===== config.mk =====
export PLATFORM = sky130hd
export DESIGN_NAME = dphy_rx_ctrl
export DESIGN_NICKNAME = d
export VERILOG_FILES = /design/src/rtl/dphy_rx_pkg.sv /design/src/rtl/dphy_hdr_parse.sv /design/src/rtl/dphy_rx_ctrl.sv
export SDC_FILE = /design/constraint.sdc
export NUM_CORES = 1
export LEC_CHECK = 0
export BUFFER_PORTS_ARGS = -buffer_cell sky130_fd_sc_hd__buf_2
export CORE_MARGIN = 2
export CORE_UTILIZATION = 40
export CTS_CLUSTER_SIZE = 25
export DETAILED_ROUTE_END_ITERATION = 12
export HOLD_SLACK_MARGIN = 0.06
export PLACE_DENSITY_LB_ADDON = 0.25
export SLEW_MARGIN = 10
export SYNTH_ARGS = -nofsm -noshare
export SYNTH_HDL_FRONTEND = slang
export SYNTH_SLANG_ARGS = --single-unit
export TNS_END_PERCENT = 20

===== constraint.sdc =====
create_clock -name clk_i -period 2.63 [get_ports clk_i]
set_input_delay 0 -clock clk_i [delete_from_list [all_inputs] [get_ports clk_i]]
set_output_delay 0 -clock clk_i [all_outputs]
set_load 0.005 [all_outputs]

===== src/rtl/dphy_rx_pkg.sv =====
// Shared types and helpers for the D-PHY receive-side sequencer.
package dphy_rx_pkg;

  // Sequencer states
  typedef enum logic [2:0] {
    ST_IDLE     = 3'd0,
    ST_SETTLE   = 3'd1,
    ST_WAIT_SOT = 3'd2,
    ST_PAYLOAD  = 3'd3,
    ST_EOP      = 3'd4
  } state_e;

  // CSI-2 packet header as it arrives in the 32-bit mapped word (byte0 = di)
  typedef struct packed {
    logic [7:0]  ecc;
    logic [15:0] wc;
    logic [7:0]  di;
  } hdr_t;

  // Data types at or below this value carry no payload
  localparam logic [5:0] SHORT_DT_MAX = 6'h0F;

  // 32-bit words still to come after the header: payload bytes plus the
  // 2-byte CRC, rounded up to whole words. Done at 17 bits so WC=16'hFFFF
  // cannot wrap.
  function automatic logic [16:0] words_from_wc(input logic [15:0] wc);
    logic [16:0] total;
    total = {1'b0, wc} + 17'd5;
    return total >> 2;
  endfunction

endpackage


===== src/rtl/dphy_hdr_parse.sv =====
// Combinational CSI-2 header field split and payload word-count derivation.
module dphy_hdr_parse
  import dphy_rx_pkg::*;
(
  input  logic [31:0] data_i,
  output logic [7:0]  di_o,
  output logic [15:0] wc_o,
  output logic        is_short_o,
  output logic [16:0] words_o
);

  hdr_t hdr;
  // ECC is checked further downstream; it is deliberately dropped here.
  logic unused_ecc;

  assign hdr        = data_i;
  assign unused_ecc = ^hdr.ecc;
  assign di_o       = hdr.di;
  assign wc_o       = hdr.wc;
  assign is_short_o = (hdr.di[5:0] <= SHORT_DT_MAX);
  assign words_o    = words_from_wc(hdr.wc);

endmodule


===== src/rtl/dphy_rx_ctrl.sv =====
// Receive-side sequencer for the D-PHY slave: gates enable after clock
// presence and settle, tracks CSI-2 packets and pulses phy_rst at each end.
module dphy_rx_ctrl
  import dphy_rx_pkg::*;
#(
  parameter int SETTLE_TICKS  = 16,
  parameter int EOP_TICKS     = 4,
  parameter int TIMEOUT_TICKS = 1024
) (
  input  logic        clk_i,
  input  logic        rst_n_i,
  input  logic        rx_clk_present_i,
  input  logic [31:0] data_i,
  input  logic        valid_i,
  output logic        enable_o,
  output logic        phy_rst_o,
  output logic        pkt_start_o,
  output logic [7:0]  di_o,
  output logic [15:0] wc_o,
  output logic        pkt_active_o,
  output logic        timeout_o
);

  // One counter serves settle, EOP hold and payload idle timing; size it
  // for the largest of the three.
  localparam int CNT_MAX = (TIMEOUT_TICKS > SETTLE_TICKS)
                           ? ((TIMEOUT_TICKS > EOP_TICKS) ? TIMEOUT_TICKS : EOP_TICKS)
                           : ((SETTLE_TICKS > EOP_TICKS) ? SETTLE_TICKS : EOP_TICKS);
  localparam int CNT_W   = $clog2(CNT_MAX + 1);

  state_e            state_q, state_d;
  logic [CNT_W-1:0]  cnt_q, cnt_d;
  logic [16:0]       words_left_q, words_left_d;
  logic [7:0]        di_q, di_d;
  logic [15:0]       wc_q, wc_d;
  logic              enable_q, enable_d;
  logic              phy_rst_q, phy_rst_d;
  logic              pkt_start_q, pkt_start_d;
  logic              pkt_active_q, pkt_active_d;
  logic              timeout_q, timeout_d;

  logic [7:0]        hdr_di;
  logic [15:0]       hdr_wc;
  logic              hdr_short;
  logic [16:0]       hdr_words;

  dphy_hdr_parse u_hdr_parse (
    .data_i     (data_i),
    .di_o       (hdr_di),
    .wc_o       (hdr_wc),
    .is_short_o (hdr_short),
    .words_o    (hdr_words)
  );

  // Next-state, counter and output decode; outputs follow the next state so
  // they change on the same edge as the state register.
  always_comb begin
    state_d      = state_q;
    cnt_d        = cnt_q;
    words_left_d = words_left_q;
    di_d         = di_q;
    wc_d         = wc_q;
    pkt_start_d  = 1'b0;
    timeout_d    = 1'b0;

    if (!rx_clk_present_i) begin
      // Clock loss wins over everything; header fields are kept for debug.
      state_d      = ST_IDLE;
      cnt_d        = '0;
      words_left_d = '0;
    end else begin
      case (state_q)
        ST_IDLE: begin
          state_d = ST_SETTLE;
          cnt_d   = '0;
        end
        ST_SETTLE: begin
          if (cnt_q == CNT_W'(SETTLE_TICKS - 1)) begin
            state_d = ST_WAIT_SOT;
            cnt_d   = '0;
          end else begin
            cnt_d = cnt_q + 1'b1;
          end
        end
        ST_WAIT_SOT: begin
          if (valid_i) begin
            di_d        = hdr_di;
            wc_d        = hdr_wc;
            pkt_start_d = 1'b1;
            cnt_d       = '0;
            if (hdr_short) begin
              state_d = ST_EOP;
            end else begin
              words_left_d = hdr_words;
              state_d      = ST_PAYLOAD;
            end
          end
        end
        ST_PAYLOAD: begin
          // A valid word always takes priority over the idle timeout.
          if (valid_i) begin
            cnt_d = '0;
            if (words_left_q == 17'd1) begin
              words_left_d = '0;
              state_d      = ST_EOP;
            end else begin
              words_left_d = words_left_q - 17'd1;
            end
          end else if (cnt_q == CNT_W'(TIMEOUT_TICKS - 1)) begin
            timeout_d = 1'b1;
            cnt_d     = '0;
            state_d   = ST_EOP;
          end else begin
            cnt_d = cnt_q + 1'b1;
          end
        end
        ST_EOP: begin
          if (cnt_q == CNT_W'(EOP_TICKS - 1)) begin
            state_d = ST_WAIT_SOT;
            cnt_d   = '0;
          end else begin
            cnt_d = cnt_q + 1'b1;
          end
        end
        default: begin
          state_d = ST_IDLE;
          cnt_d   = '0;
        end
      endcase
    end

    enable_d     = (state_d == ST_WAIT_SOT) || (state_d == ST_PAYLOAD) ||
                   (state_d == ST_EOP);
    phy_rst_d    = (state_d == ST_EOP);
    pkt_active_d = (state_d == ST_PAYLOAD);
  end

  // State, counters and registered outputs
  always_ff @(posedge clk_i or negedge rst_n_i) begin
    if (!rst_n_i) begin
      state_q      <= ST_IDLE;
      cnt_q        <= '0;
      words_left_q <= '0;
      di_q         <= '0;
      wc_q         <= '0;
      enable_q     <= 1'b0;
      phy_rst_q    <= 1'b0;
      pkt_start_q  <= 1'b0;
      pkt_active_q <= 1'b0;
      timeout_q    <= 1'b0;
    end else begin
      state_q      <= state_d;
      cnt_q        <= cnt_d;
      words_left_q <= words_left_d;
      di_q         <= di_d;
      wc_q         <= wc_d;
      enable_q     <= enable_d;
      phy_rst_q    <= phy_rst_d;
      pkt_start_q  <= pkt_start_d;
      pkt_active_q <= pkt_active_d;
      timeout_q    <= timeout_d;
    end
  end

  assign enable_o     = enable_q;
  assign phy_rst_o    = phy_rst_q;
  assign pkt_start_o  = pkt_start_q;
  assign di_o         = di_q;
  assign wc_o         = wc_q;
  assign pkt_active_o = pkt_active_q;
  assign timeout_o    = timeout_q;

endmodule


After elaboration in Yosys (flattened, before gate mapping) --
Index checks and enable logic that the tools add are counted.
Word-level totals: input bits 36, bits in registers 60, output and inout bits 29
Operators by class: reduce and logical (&&, ||, !) cells 5, order comparisons 1, equality and inequality tests 15, muxes and demuxes 29, add/sub/neg operators 3
Operators with widths (number):
- $mux 17 | 5
- $mux 11 | 6
- $pmux 11 s4 | 1
- $pmux 17 s2 | 1
- $mux 3 | 8
- $add 16x3->17 const B | 1
- $eq 17x1->1 const B | 1
- $sub 17x1->17 const B | 1
- $pmux 3 s5 | 1
- $eq 3x2->1 const B | 4
- $add 11x1->11 const B | 1
- $eq 11x10->1 const B | 1
- $eq 11x2->1 const B | 1
- $eq 11x4->1 const B | 1
- $ne 3x3->1 const B | 3
- $mux 1 | 7
- $eq 3x3->1 const B | 2
- $le 6x4->1 const B | 1
- $reduce_and 4->1 | 1
- $eq 3x1->1 const B | 1
- $logic_not 3->1 | 1
- $ne 3x1->1 const B | 1
- $reduce_and 3->1 | 1
- $logic_or 1x1->1 | 2

Logic depth before layout (Yosys ltp) --
depth after elaboration 8, gate-level depth with buffers 8, mapped depth without buffers 7

Hierarchy --
Synthesis repeated with hierarchy kept, for this count alone.
Unflattened totals: cells, all modules 417, area, all modules 3545.9 um^2
By module, submodules not included:
- dphy_rx_ctrl | sequential area each 1501.4 um^2, instances 1, area an instance 3093.0 um^2, cells an instance 355
- dphy_hdr_parse | sequential area each 0.0 um^2, instances 1, area an instance 452.9 um^2, cells an instance 62

Least setup slack after synthesis --
Ideal clock, no wire load.
path kind reg2reg, start register words_left_q[6], end register words_left_q[13], data arrival time 1.927 ns, buffers on the path 1, clock period less this slack 2.051 ns, cell stages (with the launch flop) 7, slack 0.579 ns, cells stage by stage dfrtp_1 -> buf_6 -> or4_4 -> or3_4 -> o41ai_2 -> a21oi_1 -> a211o_1
On the way: longest elaborated chain between the ends 5, elaborated cells on any way between the ends 6
RTL lines:
- start, declared | RTL line dphy_rx_ctrl.sv:33 | logic [16:0] words_left_q, words_left_d;
- start signal, assigned | RTL line dphy_rx_ctrl.sv:154 | words_left_q <= words_left_d;
- $sub 17x1->17 or $eq 17x1->1 (tied branches) | RTL line dphy_rx_ctrl.sv:107, dphy_rx_ctrl.sv:103
- $mux 17 * | RTL line dphy_rx_ctrl.sv:103 | if (words_left_q == 17'd1) begin
- $mux 17 * | RTL line dphy_rx_ctrl.sv:101 | if (valid_i) begin
- $pmux 17 s2 * | RTL line dphy_rx_ctrl.sv:72 | case (state_q)
- $mux 17 * | RTL line dphy_rx_ctrl.sv:66 | if (!rx_clk_present_i) begin
Mark *: on every way between the ends. The rest lies on a longest branch, timed or not. The select of a mux whose other input is x is not followed. A chain may end at the register's enable or synchronous reset.

Worst setup path after layout --
start register words_left_q[0], end register words_left_q[7]
Same word-level chain as after synthesis.

==> impl_metrics.yaml <==
min_path:
  holdCritPathClass: "in -> async"
logic_synthesis:
  synth_area_leaders: "dfrtp_1, mux2_2, nand2_1"
  ys_types: 60
  ys.warnings.count: 0
  ys.flop_type: "dfrtp_1"
  netlist.area_leader.share: 0.451
  synth_top_area_cell: "dfrtp_1"
  synth-edff-count: 0
  ys_seq_area_frac: 0.451
  synth-async-reset-ratio: 1.00
  syn_inst: 336
  synth_fp_nets: 375
  ys_seq_elements: 60
  synth_area_um2: 3330
  syn_avg_cell_area_um2: 9.91
pwr:
  swShare: 0.229
  p_per_area_nw_per_um2: 481
  p_leak_nw: 2.01
  p_seq_frac: 0.466
  internal-power_mw: 1.56
  switchingPower_mw: 0.462
  ir_drop_mv: 0.218
  combPwrFrac: 0.078
  p_clk_frac: 0.456
worst_setup_path:
  path_buf_inv: 1
  cp_num_cells: 7
  ff2ff_path_depth: 7
  slowest_delay_ns: 0.70
  worst_ep_required_time_ns: 2.90
  cp_common_cell: "nand3_1"
  regToRegSetupSlack_ns: 0.34
  path_cells: "ha_1, nor4b_1, buf_4, nand4_1, nand3_1, or4_2, nand3_1"
  cp.arrival_ns: 2.56
  cp-end-kind: "flip-flop"
  criticalPathCategory: "reg -> reg"
  cpLargestDelayFamily: "simple AND/OR/NAND/NOR gates"
  crit_start: "words_left_q[0]"
  startpoint_type: "flip-flop"
  crit_end: "words_left_q[7]"
  critPathMaxFanout: 9
  reg2reg_from: "words_left_q[0]"
  r2r-end: "words_left_q[7]"
  cp_slowest_cell: "or4_2"
timing:
  fin_crit_sh: 0.870
  period_minus_slack_ns: 2.29
  grt_setup_unrepaired: "no"
  timing.fmax_mhz: 437
  worstMarginPinSlew_ns: 0.645
  setup_tns_ns: 0
  finalHoldViolCount: 0
  skew_ns: 0.00784
  relSlewSlack: 0.569
  drv_slew: 0
  finalSetupViolations: 0
global_routing:
  grt_pass1_wl_um: 13700
  grt_pass1_vias: 2814
  grt_overflow_total: 0
  grt_usage: 0.192
  grt_max_degree: 28
  antenna_found_initial: 0
route:
  viasPerCell: 5.47
  remaining_drc_errors: 0
  wl_per_cell_um: 15.3
  drtAntennaViolNets: 0
  vias: 2896
  highest_layer: "met4"
  wl_met2_um: 3880
  drt-pass1-iter-count: 4
  drt_iter0_markers: 108
  met3_length_um: 272
  wirelength_um: 8100
  met1_length_um: 3840
floorplan:
  core_um2: 8130
  die_h_um: 95.2
  rows: 33
  initial_core_util: 0.409
  die_w_um: 95.2
  dieArea_um2: 9070
  io_pins: 65
clock_tree:
  post_cts_resized: 0
  cts_buffers: 9
  h-tree-depth: 3
  root_buffer: "clkbuf_8"
  clk_pin_slew_worst_paths_ns: 0.07
  worstSkewPairLatency_ns: 0.33
  clock_sinks: 60
  cts_tree: "yes"
  clk_path_buf_depth: 2
place:
  place_area_um2: 3720
  gp_congestion: 0.839
  port_buffers: 56
  dp_hpwl_um: 5680
cells_and_area:
  drive_above_1_share: 0.278
  nets: 458
  area_growth_pct: 26.2
  num_antenna_cells: 0
  stdcell_area_um2: 4200
job:
  maxCapViolations: 0
outcome:
  status: "finished clean"
[synthesized netlist by cell type, types with 9 or more instances]
cell type	count
a21oi_1	9
inv_1	9
nor2_1	16
mux2_2	24
nor3_1	12
nand3_1	16
nand2_1	27
clkbuf_1	10
dfrtp_1	60
nor4_1	10
o21ai_0	19
[kinds of logic (layout without fill, tap and decap cells)]
| kind of cell | Yosys count | after routing | share of synthesized area |
|---|---|---|---|
| and+or+nand+nor | 128 | 128 | 0.216 |
| AOI/OAI and AO/OA | 80 | 80 | 0.169 |
| DFF | 60 | 60 | 0.451 |
| buffers and inverters | 27 | 115 | 0.0350 |
| muxes | 24 | 24 | 0.0812 |
| xor gates and xnor gates | 14 | 14 | 0.0368 |
| adders and majority gates | 3 | 3 | 0.0113 |
[repair_timing]
action	in CTS	in global routing
hold buffers	26	0
buffers inserted	0	0
endpoints found under the hold margin	90	0
[power groups by stage]
stage,clock (mW),sequential (mW),combinational (mW)
after floorplan,0,0.955,0.0600
after global placement,0,0.957,0.123
after detailed placement,0,0.958,0.128
after CTS,0.948,0.940,0.157
after global routing,0.992,0.942,0.174
final,0.921,0.941,0.157
[sequential cells by signal (all words and copies together) (netlist names)]
| register | cells |
|---|---|
| words_left_q | 17 |
| timeout_o | 1 |
| enable_o | 1 |
| di_o | 8 |
| pkt_active_o | 1 |
| wc_o | 16 |
| state_q | 3 |
| cnt_q | 11 |
| pkt_start_o | 1 |
| phy_rst_o | 1 |
[layout make-up]
cell class                      instances  area, um^2
Fill cell                             741        3930
Clock inverter                          5        75.1
Multi-Input combinational cell        249        1720
Timing Repair Buffer                   90         601
Tap cell                              105         131
Clock buffer                           11         141
Inverter                                9        33.8
Sequential cell                        60        1500
[per-layer routing]
metal / up-vias / GRT usage
met4: 0 / 0.0737
met2: 58 / 0.303
li1: 1428 / -
met5: - / 0
met3: 13 / 0.0395
met1: 1397 / 0.260
[how the worst min path moves through the flow]
stage | cells after the start | from | endpoint | slack, ns
CTS | 4 | valid_i | timeout_o | 0.09
detailed placement | 1 | rst_n_i | cnt_q[4] | -0.06
floorplan | 0 | rst_n_i | cnt_q[0] | -0.30
finish | 2 | rst_n_i | cnt_q[10] | 0.11
global placement | 1 | rst_n_i | cnt_q[4] | -0.06
global route | 2 | rst_n_i | cnt_q[10] | 0.14
[cell usage in the layout, fill, tap and decap left out, types with 3 or more instances in the layout]
cell type      instances
and3_1                 5
buf_2                 56
mux2_2                24
xor2_1                 6
inv_1                  9
a211o_1                3
dlygate4sd3_1         26
o211ai_1               4
xnor2_1                8
o22ai_1                4
or3_1                  5
nor2_1                16
and2_1                 4
nand2_1               27
ha_1                   3
nand3b_1               3
nand3_1               16
or4_1                  3
nor4_1                10
a22oi_1                8
o21ai_0               19
buf_4                  8
a21oi_1                9
nand4_1                5
clkbuf_8              10
o21a_1                 6
nand2b_1               3
a31o_2                 3
dfrtp_1               60
o311ai_0               4
clkinv_2               3
nor3_1                12
[per-stage QoR]
step                setup WS, ns  hold slack, ns  total power, mW   util  cells
global route               0.155           0.141             2.11  0.516    529
CTS                        0.335          0.0941             2.05  0.516    529
detailed placement         0.369         -0.0568             1.09  0.458    487
finish                     0.341           0.106             2.02  0.516    529
floorplan                  0.579          -0.296             1.01      -    336
global placement           0.391         -0.0604             1.08  0.458    487
Note: power is estimated with default switching activity, not from simulation.
